## config.mk

```make
export PLATFORM = sky130hd
export DESIGN_NAME = ccip_rx_poller
export DESIGN_NICKNAME = d
export VERILOG_FILES = /design/src/rtl/ccip_rx_poller.sv
export SDC_FILE = /design/constraint.sdc
export NUM_CORES = 1
export LEC_CHECK = 0
export BUFFER_PORTS_ARGS = -buffer_cell sky130_fd_sc_hd__buf_2
export CAP_MARGIN = 15
export CORE_AREA = 2 2 292 294
export CTS_CLUSTER_DIAMETER = 100
export DETAILED_ROUTE_END_ITERATION = 8
export DIE_AREA = 0 0 294 296
export PLACE_DENSITY = 0.36
export SKIP_LAST_GASP = 1
export SLEW_MARGIN = 40
export SYNTH_ARGS = -nofsm -noshare
export SYNTH_HDL_FRONTEND = slang
export SYNTH_SLANG_ARGS = --single-unit
```

## constraint.sdc

```tcl
create_clock -name clk -period 9.2 [get_ports clk]
set_input_delay 0.92 -clock clk [delete_from_list [all_inputs] [get_ports clk]]
set_output_delay 0.92 -clock clk [all_outputs]
set_load 0.005 [all_outputs]
```

## src/rtl/ccip_rx_poller.sv

```systemverilog
// CPU->NIC receive poller: round-robin RDLINE_I reads of per-flow host rings on CCI-P c0,
// forwarding each line whose ownership flag matches the flow's lap parity as one RPC.
module ccip_rx_poller #(
  parameter int NIC_ID            = 0,
  parameter int LMAX_NUM_OF_FLOWS = 1,
  parameter int LRX_RING_DEPTH    = 4,
  parameter int RPC_BITS          = 64
) (
  input  logic                         clk,
  input  logic                         reset,
  input  logic [LMAX_NUM_OF_FLOWS-1:0] number_of_flows,
  input  logic [41:0]                  rx_base_addr,
  input  logic                         start,
  input  logic                         sRx_c0TxAlmFull,
  input  logic                         sRx_c0_rspValid,
  input  logic [3:0]                   sRx_c0_resp_type,
  input  logic [15:0]                  sRx_c0_mdata,
  input  logic [511:0]                 sRx_c0_data,
  output logic                         sTx_c0_valid,
  output logic [1:0]                   sTx_c0_vc_sel,
  output logic [1:0]                   sTx_c0_cl_len,
  output logic [3:0]                   sTx_c0_req_type,
  output logic [41:0]                  sTx_c0_address,
  output logic [15:0]                  sTx_c0_mdata,
  input  logic                         rx_almfull,
  output logic [RPC_BITS-1:0]          rpc_out,
  output logic                         rpc_out_valid,
  output logic [LMAX_NUM_OF_FLOWS-1:0] rpc_flow_id_out,
  output logic                         error,
  output logic [31:0]                  rx_rpc_cnt
);

  localparam int          MAX_RX_FLOWS = 2 ** LMAX_NUM_OF_FLOWS;
  localparam logic [3:0]  REQ_RDLINE_I = 4'h0;
  localparam logic [3:0]  RSP_RDLINE   = 4'h0;
  localparam logic [1:0]  VC_VH0       = 2'h2;
  localparam logic [1:0]  CL_LEN_1     = 2'h0;

  logic [LMAX_NUM_OF_FLOWS-1:0] poll_flow_reg;
  logic [LRX_RING_DEPTH-1:0]    rd_ptr_reg  [MAX_RX_FLOWS];
  logic                         lap_reg     [MAX_RX_FLOWS];
  logic                         pending_reg [MAX_RX_FLOWS];

  logic                         issue;
  logic                         rsp_valid;
  logic                         rsp_ok;
  logic                         rsp_hit;
  logic [LMAX_NUM_OF_FLOWS-1:0] rsp_flow;
  logic [41:0]                  slot_addr;
  logic                         unused_bits;

  assign unused_bits = ^{sRx_c0_mdata[15:LMAX_NUM_OF_FLOWS], sRx_c0_data[510:RPC_BITS]};

  assign issue     = start && !sRx_c0TxAlmFull && !rx_almfull && !pending_reg[poll_flow_reg];
  assign rsp_valid = sRx_c0_rspValid && (sRx_c0_resp_type == RSP_RDLINE);
  assign rsp_flow  = sRx_c0_mdata[LMAX_NUM_OF_FLOWS-1:0];
  assign rsp_ok    = rsp_valid && pending_reg[rsp_flow];
  assign rsp_hit   = rsp_ok && (sRx_c0_data[511] == lap_reg[rsp_flow]);
  assign slot_addr = rx_base_addr + 42'({poll_flow_reg, rd_ptr_reg[poll_flow_reg]});

  // Issue and response never touch the same flow in one cycle (pending gates both).
  for (genvar gi = 0; gi < MAX_RX_FLOWS; gi++) begin : g_flow
    localparam logic [LMAX_NUM_OF_FLOWS-1:0] FLOW = LMAX_NUM_OF_FLOWS'(gi);

    always_ff @(posedge clk or posedge reset) begin
      if (reset) begin
        rd_ptr_reg[gi]  <= '0;
        lap_reg[gi]     <= 1'b1;
        pending_reg[gi] <= 1'b0;
      end else begin
        if (rsp_ok && rsp_flow == FLOW)
          pending_reg[gi] <= 1'b0;
        else if (issue && poll_flow_reg == FLOW)
          pending_reg[gi] <= 1'b1;
        if (rsp_hit && rsp_flow == FLOW) begin
          rd_ptr_reg[gi] <= rd_ptr_reg[gi] + LRX_RING_DEPTH'(1);
          if (rd_ptr_reg[gi] == '1)
            lap_reg[gi] <= ~lap_reg[gi];
        end
      end
    end
  end

  always_ff @(posedge clk or posedge reset) begin
    if (reset) begin
      poll_flow_reg   <= '0;
      sTx_c0_valid    <= 1'b0;
      sTx_c0_vc_sel   <= '0;
      sTx_c0_cl_len   <= '0;
      sTx_c0_req_type <= '0;
      sTx_c0_address  <= '0;
      sTx_c0_mdata    <= '0;
      rpc_out         <= '0;
      rpc_out_valid   <= 1'b0;
      rpc_flow_id_out <= '0;
      error           <= 1'b0;
      rx_rpc_cnt      <= '0;
    end else begin
      // A shrunken number_of_flows leaves poll_flow out of range; >= folds it back to 0.
      if (start)
        poll_flow_reg <= (poll_flow_reg >= number_of_flows) ? '0
                         : poll_flow_reg + LMAX_NUM_OF_FLOWS'(1);

      sTx_c0_valid <= issue;
      if (issue) begin
        sTx_c0_vc_sel   <= VC_VH0;
        sTx_c0_cl_len   <= CL_LEN_1;
        sTx_c0_req_type <= REQ_RDLINE_I;
        sTx_c0_address  <= slot_addr;
        sTx_c0_mdata    <= 16'(poll_flow_reg);
      end

      rpc_out_valid <= rsp_hit;
      if (rsp_hit) begin
        rpc_out         <= sRx_c0_data[RPC_BITS-1:0];
        rpc_flow_id_out <= rsp_flow;
        rx_rpc_cnt      <= rx_rpc_cnt + 32'd1;
      end

      if (rsp_valid && !pending_reg[rsp_flow])
        error <= 1'b1;
    end
  end

endmodule

```

==> results of run 1 <==
-- metrics by stage --
step,cells,cell area (sq um),setup slack (ns),utilization
3_3_place_gp,1980,9900,5.52,0.118
2_1_floorplan,675,7470,4.05,-
4_1_cts,2011,10500,5.90,0.125
3_5_place_dp,1980,9920,5.72,0.118
6_report,2016,10600,5.94,0.125
5_1_grt,2012,10600,5.71,0.125
-- per-layer routing --
layer | up-vias | routed length (microns) | global-route usage | part of all wire
met2 | 214 | 11500 | 0.0892 | 0.43
met1 | 2882 | 11400 | 0.0724 | 0.43
li1 | 2816 | - | - | -
met5 | - | 113 | 0 | 0.0042
met4 | 16 | 591 | 0.0258 | 0.022
met3 | 58 | 3160 | 0.0381 | 0.12
-- layout make-up --
| class | count | area (sq um) |
|---|---|---|
| fill | 9574 | 73600 |
| sequential | 157 | 3930 |
| multi-input combinational | 455 | 3220 |
| timing repair buffer | 268 | 1380 |
| tap | 1090 | 1360 |
| clock buffer | 19 | 453 |
| clock inverter | 12 | 154 |
| inverter | 11 | 50.0 |
| antenna | 4 | 10.0 |
-- power groups by stage --
stage	clock network [mW]	logic [mW]	registers [mW]
after global placement	0	0.430	0.926
after detailed placement	0	0.430	0.929
after global routing	0.831	0.476	0.942
final	0.765	0.422	0.918
after floorplan	0	0.172	0.934
after CTS	0.809	0.430	0.921
-- critical path, stage by stage, from the launching register on --
cell and delay [ns]:
dfrtp_1 0.64, mux2_2 0.26, ha_1 0.16, inv_1 0.06, fa_1 0.41, nor2b_1 0.19, o31a_1 0.45, o21ai_1 0.11
buf_4 0.21, or4_1 0.51, a31oi_1 0.18
-- Yosys cell counts, drive strengths merged (2+ instances only) --
| library cell | count |
|---|---|
| dfrtp | 155 |
| mux2 | 71 |
| nand2 | 66 |
| buf | 31 |
| o21ai | 30 |
| xor2 | 30 |
| nor2 | 28 |
| xnor2 | 28 |
| nand3 | 23 |
| clkbuf | 21 |
| nand4 | 21 |
| or4 | 18 |
| nor3 | 16 |
| o211ai | 12 |
| a31oi | 11 |
| inv | 10 |
| o31ai | 9 |
| ha | 8 |
| and3 | 7 |
| and4 | 6 |
| and2 | 5 |
| o2111ai | 5 |
| a21oi | 4 |
| or3 | 4 |
| mux2i | 3 |
| nand2b | 3 |
| nor2b | 3 |
| nor4 | 3 |
| or2 | 3 |
| a211oi | 2 |
| a21o | 2 |
| dfstp | 2 |
| o311ai | 2 |
-- logic make-up (layout without fill, tap and decap cells) --
family          Yosys count  after routing  share of synthesized area
compound gates           82             82                     0.0718
xor+xnor                 58             58                     0.0687
fa+ha+maj                 9              9                     0.0162
buf+inv                  63            310                     0.0459
flops                   157            157                      0.532
mux                      74             74                      0.112
other cells               1             26                   0.000507
simple gates            210            210                      0.153
-- worst max path at each step --
stage,startpoint,end,slack (ns),cells after the start
finish,poll_flow_reg$_DFFE_PP0P_,sTx_c0_address[36]$_DFFE_PP0P_,5.94,10
floorplan,reset,error$_DFFE_PP0P_,4.05,1
CTS,poll_flow_reg$_DFFE_PP0P_,sTx_c0_address[36]$_DFFE_PP0P_,5.90,10
global placement,start,sTx_c0_address[26]$_DFFE_PP0P_,5.52,6
detailed placement,rx_base_addr[0],sTx_c0_address[38]$_DFFE_PP0P_,5.72,10
global route,poll_flow_reg$_DFFE_PP0P_,sTx_c0_address[36]$_DFFE_PP0P_,5.71,10
==> results.json, run 1 <==
{
  "cp-start-kind": "register",
  "p_int_mw": 1.46,
  "total_power_mw": 2.11,
  "start_util": 0.0878,
  "drive_gt1_frac": 0.419,
  "wl_microns": 26800,
  "yosysSeqAreaShare": 0.532,
  "hold_ws_ns": 0.429,
  "synth-seq-cells": 157,
  "yosysWarnings": 0,
  "path_class": "reg -> reg",
  "max_slew_margin": 0.473,
  "area.growth.synth_to_final_pct": 42.9,
  "arrival_ns": 3.66,
  "gr-usage-all-layers": 0.0616,
  "hold_viol": 0,
  "yosysTopAreaCell": "dfrtp_1",
  "insertion_delay_ns": 0.48,
  "switching_power_mw": 0.645,
  "synth_edf_count": 0,
  "swShare": 0.306,
  "drc": 0,
  "end_kind": "register",
  "pin_count": 747,
  "ir_drop_uv": 135,
  "worstRegToRegCells": 10,
  "grt_pass1_wl_microns": 38700,
  "clock-sinks": 157,
  "slew_viol_final": 0,
  "setup_tns_ns": 0,
  "synthFlopType": "dfrtp_1",
  "reg2reg_from": "poll_flow_reg$_DFFE_PP0P_",
  "max_freq_mhz": 307,
  "cts_tree": "built",
  "r2r_slack_ns": 5.94,
  "overflow": 0,
  "p_per_area_nw_per_um2": 199,
  "finalCriticalPeriod_ns": 3.26,
  "syn_inst": 654,
  "clkPwrFrac": 0.363,
  "path_clk_slew_ns": 0.08,
  "num-nets-final": 1500,
  "h-tree-depth": 4,
  "rsz0062_at_grt": "no",
  "clockBufferDepth": 2,
  "worst-path-max-fanout": 16,
  "reg_top3": "rpc_out (64), sTx_c0_address (42), rx_rpc_cnt (32)",
  "cts_setup_buffers": 0,
  "dieHeight_microns": 296,
  "ys_async_sr_fraction": 1.00,
  "wl_per_cell_microns": 13.3,
  "setup_viol": 0,
  "holdBufCountCts": 0,
  "core_sq_um": 84200,
  "hp-class": "in -> async",
  "max-cap-violations": 0,
  "worstMarginPinSlew_ns": 0.786,
  "place_hpwl_microns": 20200,
  "final_cell_mix": "buf_2, dfrtp_1, mux2_2",
  "cts_resized": 0,
  "vias": 5986,
  "grt_max_degree": 96,
  "place_congestion": 0.739,
  "synth_area_leaders": "dfrtp_1, mux2_2, xor2_1",
  "ant_nets": 0,
  "period_share": 0.354,
  "grt_pass1_vias": 5789,
  "antenna_found_initial": 19,
  "vias_per_cell": 2.97,
  "first_pass_iters": 4,
  "p_comb_frac": 0.200,
  "syn_avg_cell_area_sq_um": 11.3,
  "first_iter_violations": 307,
  "rows": 107,
  "run_status": "finished, final reports clean",
  "synthDistinctLibCells": 52,
  "largest_reg_flops": 64,
  "layout_commonest_cell": "buf_2",
  "dieArea_sq_um": 87000,
  "portBuffers": 262,
  "clock-root-buffer": "clkbuf_16",
  "numCtsBuffers": 17,
  "crit_required_ns": 9.60,
  "syn_area_sq_um": 7390,
  "synth_top_area_frac": 0.525,
  "seq_power_share": 0.436,
  "worst_clock_skew_ns": 0.0143,
  "die_w_microns": 294,
  "power.leakage_nw": 4.79,
  "reg2reg_to": "sTx_c0_address[36]$_DFFE_PP0P_",
  "max_flop_register": "rpc_out"
}
Power figures use the tool's default switching activity.
==> run 2: changes to the inputs <==
--- a/config.mk
+++ b/config.mk
@@ -5,13 +5,14 @@
 export SDC_FILE = /design/constraint.sdc
 export NUM_CORES = 1
 export LEC_CHECK = 0
+export ABC_AREA = 1
 export BUFFER_PORTS_ARGS = -buffer_cell sky130_fd_sc_hd__buf_2
 export CAP_MARGIN = 15
-export CORE_AREA = 2 2 292 294
+export CORE_AREA = 2 2 287 289
 export CTS_CLUSTER_DIAMETER = 100
 export DETAILED_ROUTE_END_ITERATION = 8
-export DIE_AREA = 0 0 294 296
-export PLACE_DENSITY = 0.36
+export DIE_AREA = 0 0 289 291
+export PLACE_DENSITY = 0.37
 export SKIP_LAST_GASP = 1
 export SLEW_MARGIN = 40
 export SYNTH_ARGS = -nofsm -noshare
==> constraint.sdc (replaced) <==
create_clock -name clk -period 3.39 [get_ports clk]
set_input_delay 0.339 -clock clk [delete_from_list [all_inputs] [get_ports clk]]
set_output_delay 0.339 -clock clk [all_outputs]
set_load 0.005 [all_outputs]
==> run 2 against run 1 <==
Compared with the run above:
- power grew to 3.0 times the previous value
- combinational power increased to 3.8 times the previous value
- count of clock-buffer cells in the layout fell by 1
- clock power grew to 2.8 times the previous value
- register-to-register slack got worse by 5.3 ns
- sequential share of layout area decreased by 4.0 points
- largest power group unchanged
- critical path type unchanged
- die area shrank 3.4%
- fmax grew 20%
- critical path depth grew 3
- largest cell class unchanged
- sequential power rose to 2.9 times the previous value
- global-route usage increased by 2.0 points
- final cell count is 25% higher
- highest routed layer unchanged
==> results.json, run 2 <==
{
  "run_status": "finished, final reports clean",
  "ys_async_sr_fraction": 1.00,
  "crit_top_cell": "nand2_1",
  "syn_area_sq_um": 8300,
  "reg_top3": "rpc_out (64), sTx_c0_address (42), rx_rpc_cnt (32)",
  "vias_per_cell": 3.28,
  "syn_avg_cell_area_sq_um": 7.29,
  "core_sq_um": 81200,
  "first_iter_violations": 349,
  "path_clk_slew_ns": 0.08,
  "clkPwrFrac": 0.335,
  "clock-root-buffer": "clkbuf_16",
  "fin_ws_ns": 0.681,
  "clockBufferDepth": 2,
  "synth-seq-cells": 157,
  "synth_edf_count": 0,
  "hold_viol": 0,
  "synth.most_common_cell": "nand2_1",
  "overflow": 0,
  "p_comb_frac": 0.251,
  "critPathBufInv": 2,
  "grt_max_degree": 109,
  "swShare": 0.347,
  "syn_inst": 1139,
  "place_hpwl_microns": 26100,
  "period_share": 0.799,
  "synth_area_leaders": "dfrtp_1, nand2_1, nor2_1",
  "portBuffers": 262,
  "end_kind": "register",
  "drive_gt1_frac": 0.218,
  "total_power_mw": 6.37,
  "crit_family": "simple AND/OR/NAND/NOR gates",
  "path_cells": "o21ai_0 -> ha_1 -> inv_1 -> fa_1 -> inv_1 -> nand2_1 -> nand2_1 -> nand3_1 -> nand2_1 -> nand2_1 -> xnor2_1 -> nand2_1 -> nand2_1",
  "wl_microns": 33900,
  "insertion_delay_ns": 0.49,
  "max-cap-violations": 0,
  "dieArea_sq_um": 84100,
  "gr-usage-all-layers": 0.0818,
  "ant_nets": 0,
  "place_congestion": 0.843,
  "switching_power_mw": 2.21,
  "rows": 105,
  "n_fill_cell": 9392,
  "max_flop_register": "rpc_out",
  "numCtsBuffers": 17,
  "synthDistinctLibCells": 33,
  "cts_resized": 0,
  "ir_drop_uv": 346,
  "utilization": 0.146,
  "first_pass_iters": 5,
  "cts_tree": "built",
  "yosysWarnings": 0,
  "p_int_mw": 4.16,
  "path_class": "reg -> reg",
  "multi_input_area_sq_um": 3850,
  "final_cell_mix": "nand2_1, buf_2, dfrtp_1",
  "setup_tns_ns": 0,
  "largest_reg_flops": 64,
  "vias": 8263,
  "worst_clock_skew_ns": 0.0188,
  "synth_top_area_frac": 0.467,
  "grt_pass1_vias": 7965,
  "start_util": 0.102,
  "grt_pass1_wl_microns": 50600,
  "yosysSeqAreaShare": 0.473,
  "num-nets-final": 2022,
  "max_slew_margin": 0.526,
  "rsz0062_at_grt": "no",
  "wl_per_cell_microns": 13.5,
  "seq_area_sq_um": 3930,
  "antenna_found_initial": 12,
  "dieHeight_microns": 291,
  "synth_common_cells": "nand2_1, dfrtp_1, nor2_1",
  "yosysTopAreaCell": "dfrtp_1",
  "worst-path-max-fanout": 12,
  "h-tree-depth": 4,
  "setup_viol": 0,
  "die_w_microns": 289,
  "power.leakage_nw": 5.92,
  "synthFlopType": "dfrtp_1",
  "clock-sinks": 157,
  "dp_slack_ns": 0.678,
  "worstMarginPinSlew_ns": 0.707,
  "pin_count": 747,
  "hp-class": "in -> reg",
  "finalCriticalPeriod_ns": 2.71,
  "crit_required_ns": 3.76,
  "crit_slowest_cell": "dfrtp_1",
  "drc": 0,
  "p_per_area_nw_per_um2": 538,
  "cp-start-kind": "register",
  "seq_power_share": 0.414,
  "max_freq_mhz": 369,
  "slowest_delay_ns": 0.51,
  "arrival_ns": 3.08,
  "layout_commonest_cell": "nand2_1",
  "area.growth.synth_to_final_pct": 42.7,
  "slew_viol_final": 0
}
## run 2: cell count changes after synthesis, moves of 9 or more
cell	delta
nand2_1	+467
o31ai_1	-9
or4_1	-16
nand3_1	+49
xor2_1	-15
nor2_1	+69
inv_1	+69
o211ai_1	-12
a31oi_1	-10
nand3b_1	+10
mux2_2	-71
## run 2: power groups by stage
stage | Sequential, mW | Combinational [mW] | Clock (mW)
floorplan | 2.69 | 0.658 | 0
global placement | 2.67 | 1.62 | 0
detailed placement | 2.67 | 1.62 | 0
CTS | 2.64 | 1.66 | 2.27
global route | 2.71 | 1.84 | 2.32
finish | 2.64 | 1.60 | 2.13
## run 2: cell type report
cell class / count / share of cell area
Tap cell: 1070 / 0.113
Multi-Input combinational cell: 870 / 0.325
Timing Repair Buffer: 304 / 0.151
Antenna cell: 1 / 0.000211
Clock inverter: 14 / 0.0164
Clock buffer: 18 / 0.0362
Sequential cell: 157 / 0.332
Inverter: 82 / 0.0265
## run 2: per-layer routing
layer  wire length (microns)  up-vias  GRT usage
li1                        -     4126          -
met1                   15300     3768      0.103
met2                   14700      309      0.123
met3                    3310       52     0.0366
met4                     575        8     0.0262
met5                      57        -          0
## run 2: kinds of logic after synthesis
family	count (synthesis)	share of synthesized area
XOR/XNOR	37	0.0390
AND/OR/NAND/NOR	763	0.374
other	1	0.000452
flip-flops	157	0.473
buffers and inverters	133	0.0726
adder cells (fa/ha/maj)	9	0.0145
AO/OA/AOI/OAI	39	0.0259
## run 2: repair_timing
item	4_1_cts	5_1_grt
hold endpoints to repair	31	0
buffers inserted	0	0
hold buffers	29	0
## run 2: path summary, 6_finish.rpt
check | from | end | slack [ns] | depth (start not counted)
worst min-delay path | sRx_c0_data[3] | rpc_out[3]$_DFFE_PP0N_ | 0.06 | 3
worst max-delay path | poll_flow_reg$_DFFE_PP0P_ | sTx_c0_address[16]$_DFFE_PP0P_ | 0.68 | 13
worst max register to register | poll_flow_reg$_DFFE_PP0P_ | sTx_c0_address[16]$_DFFE_PP0P_ | 0.68 | 13
worst min register to register | lap_reg[1]$_DFFE_PP1P_ | lap_reg[1]$_DFFE_PP1P_ | 0.46 | 2
min in group asynchronous | reset | rpc_out[49]$_DFFE_PP0N_ | 0.36 | 3
max in group asynchronous | reset | rx_rpc_cnt[25]$_DFFE_PP0N_ | 2.15 | 6
## run 2: tightest hold or removal path, delay by kind of cell
family / cells / cell delay [ns]
AND/OR/NAND/NOR: 2 / 0.10
buffers and inverters: 1 / 0.07
## run 2: stage by stage
stage          cells  cell area [sq um]  hold slack [ns]
2_1_floorplan   1160               8390            0.435
3_3_place_gp    2452              10900            0.451
3_5_place_dp    2454              10900            0.320
4_1_cts         2515              11800        0.0000683
5_1_grt         2516              11800           0.0220
6_report        2516              11800           0.0582
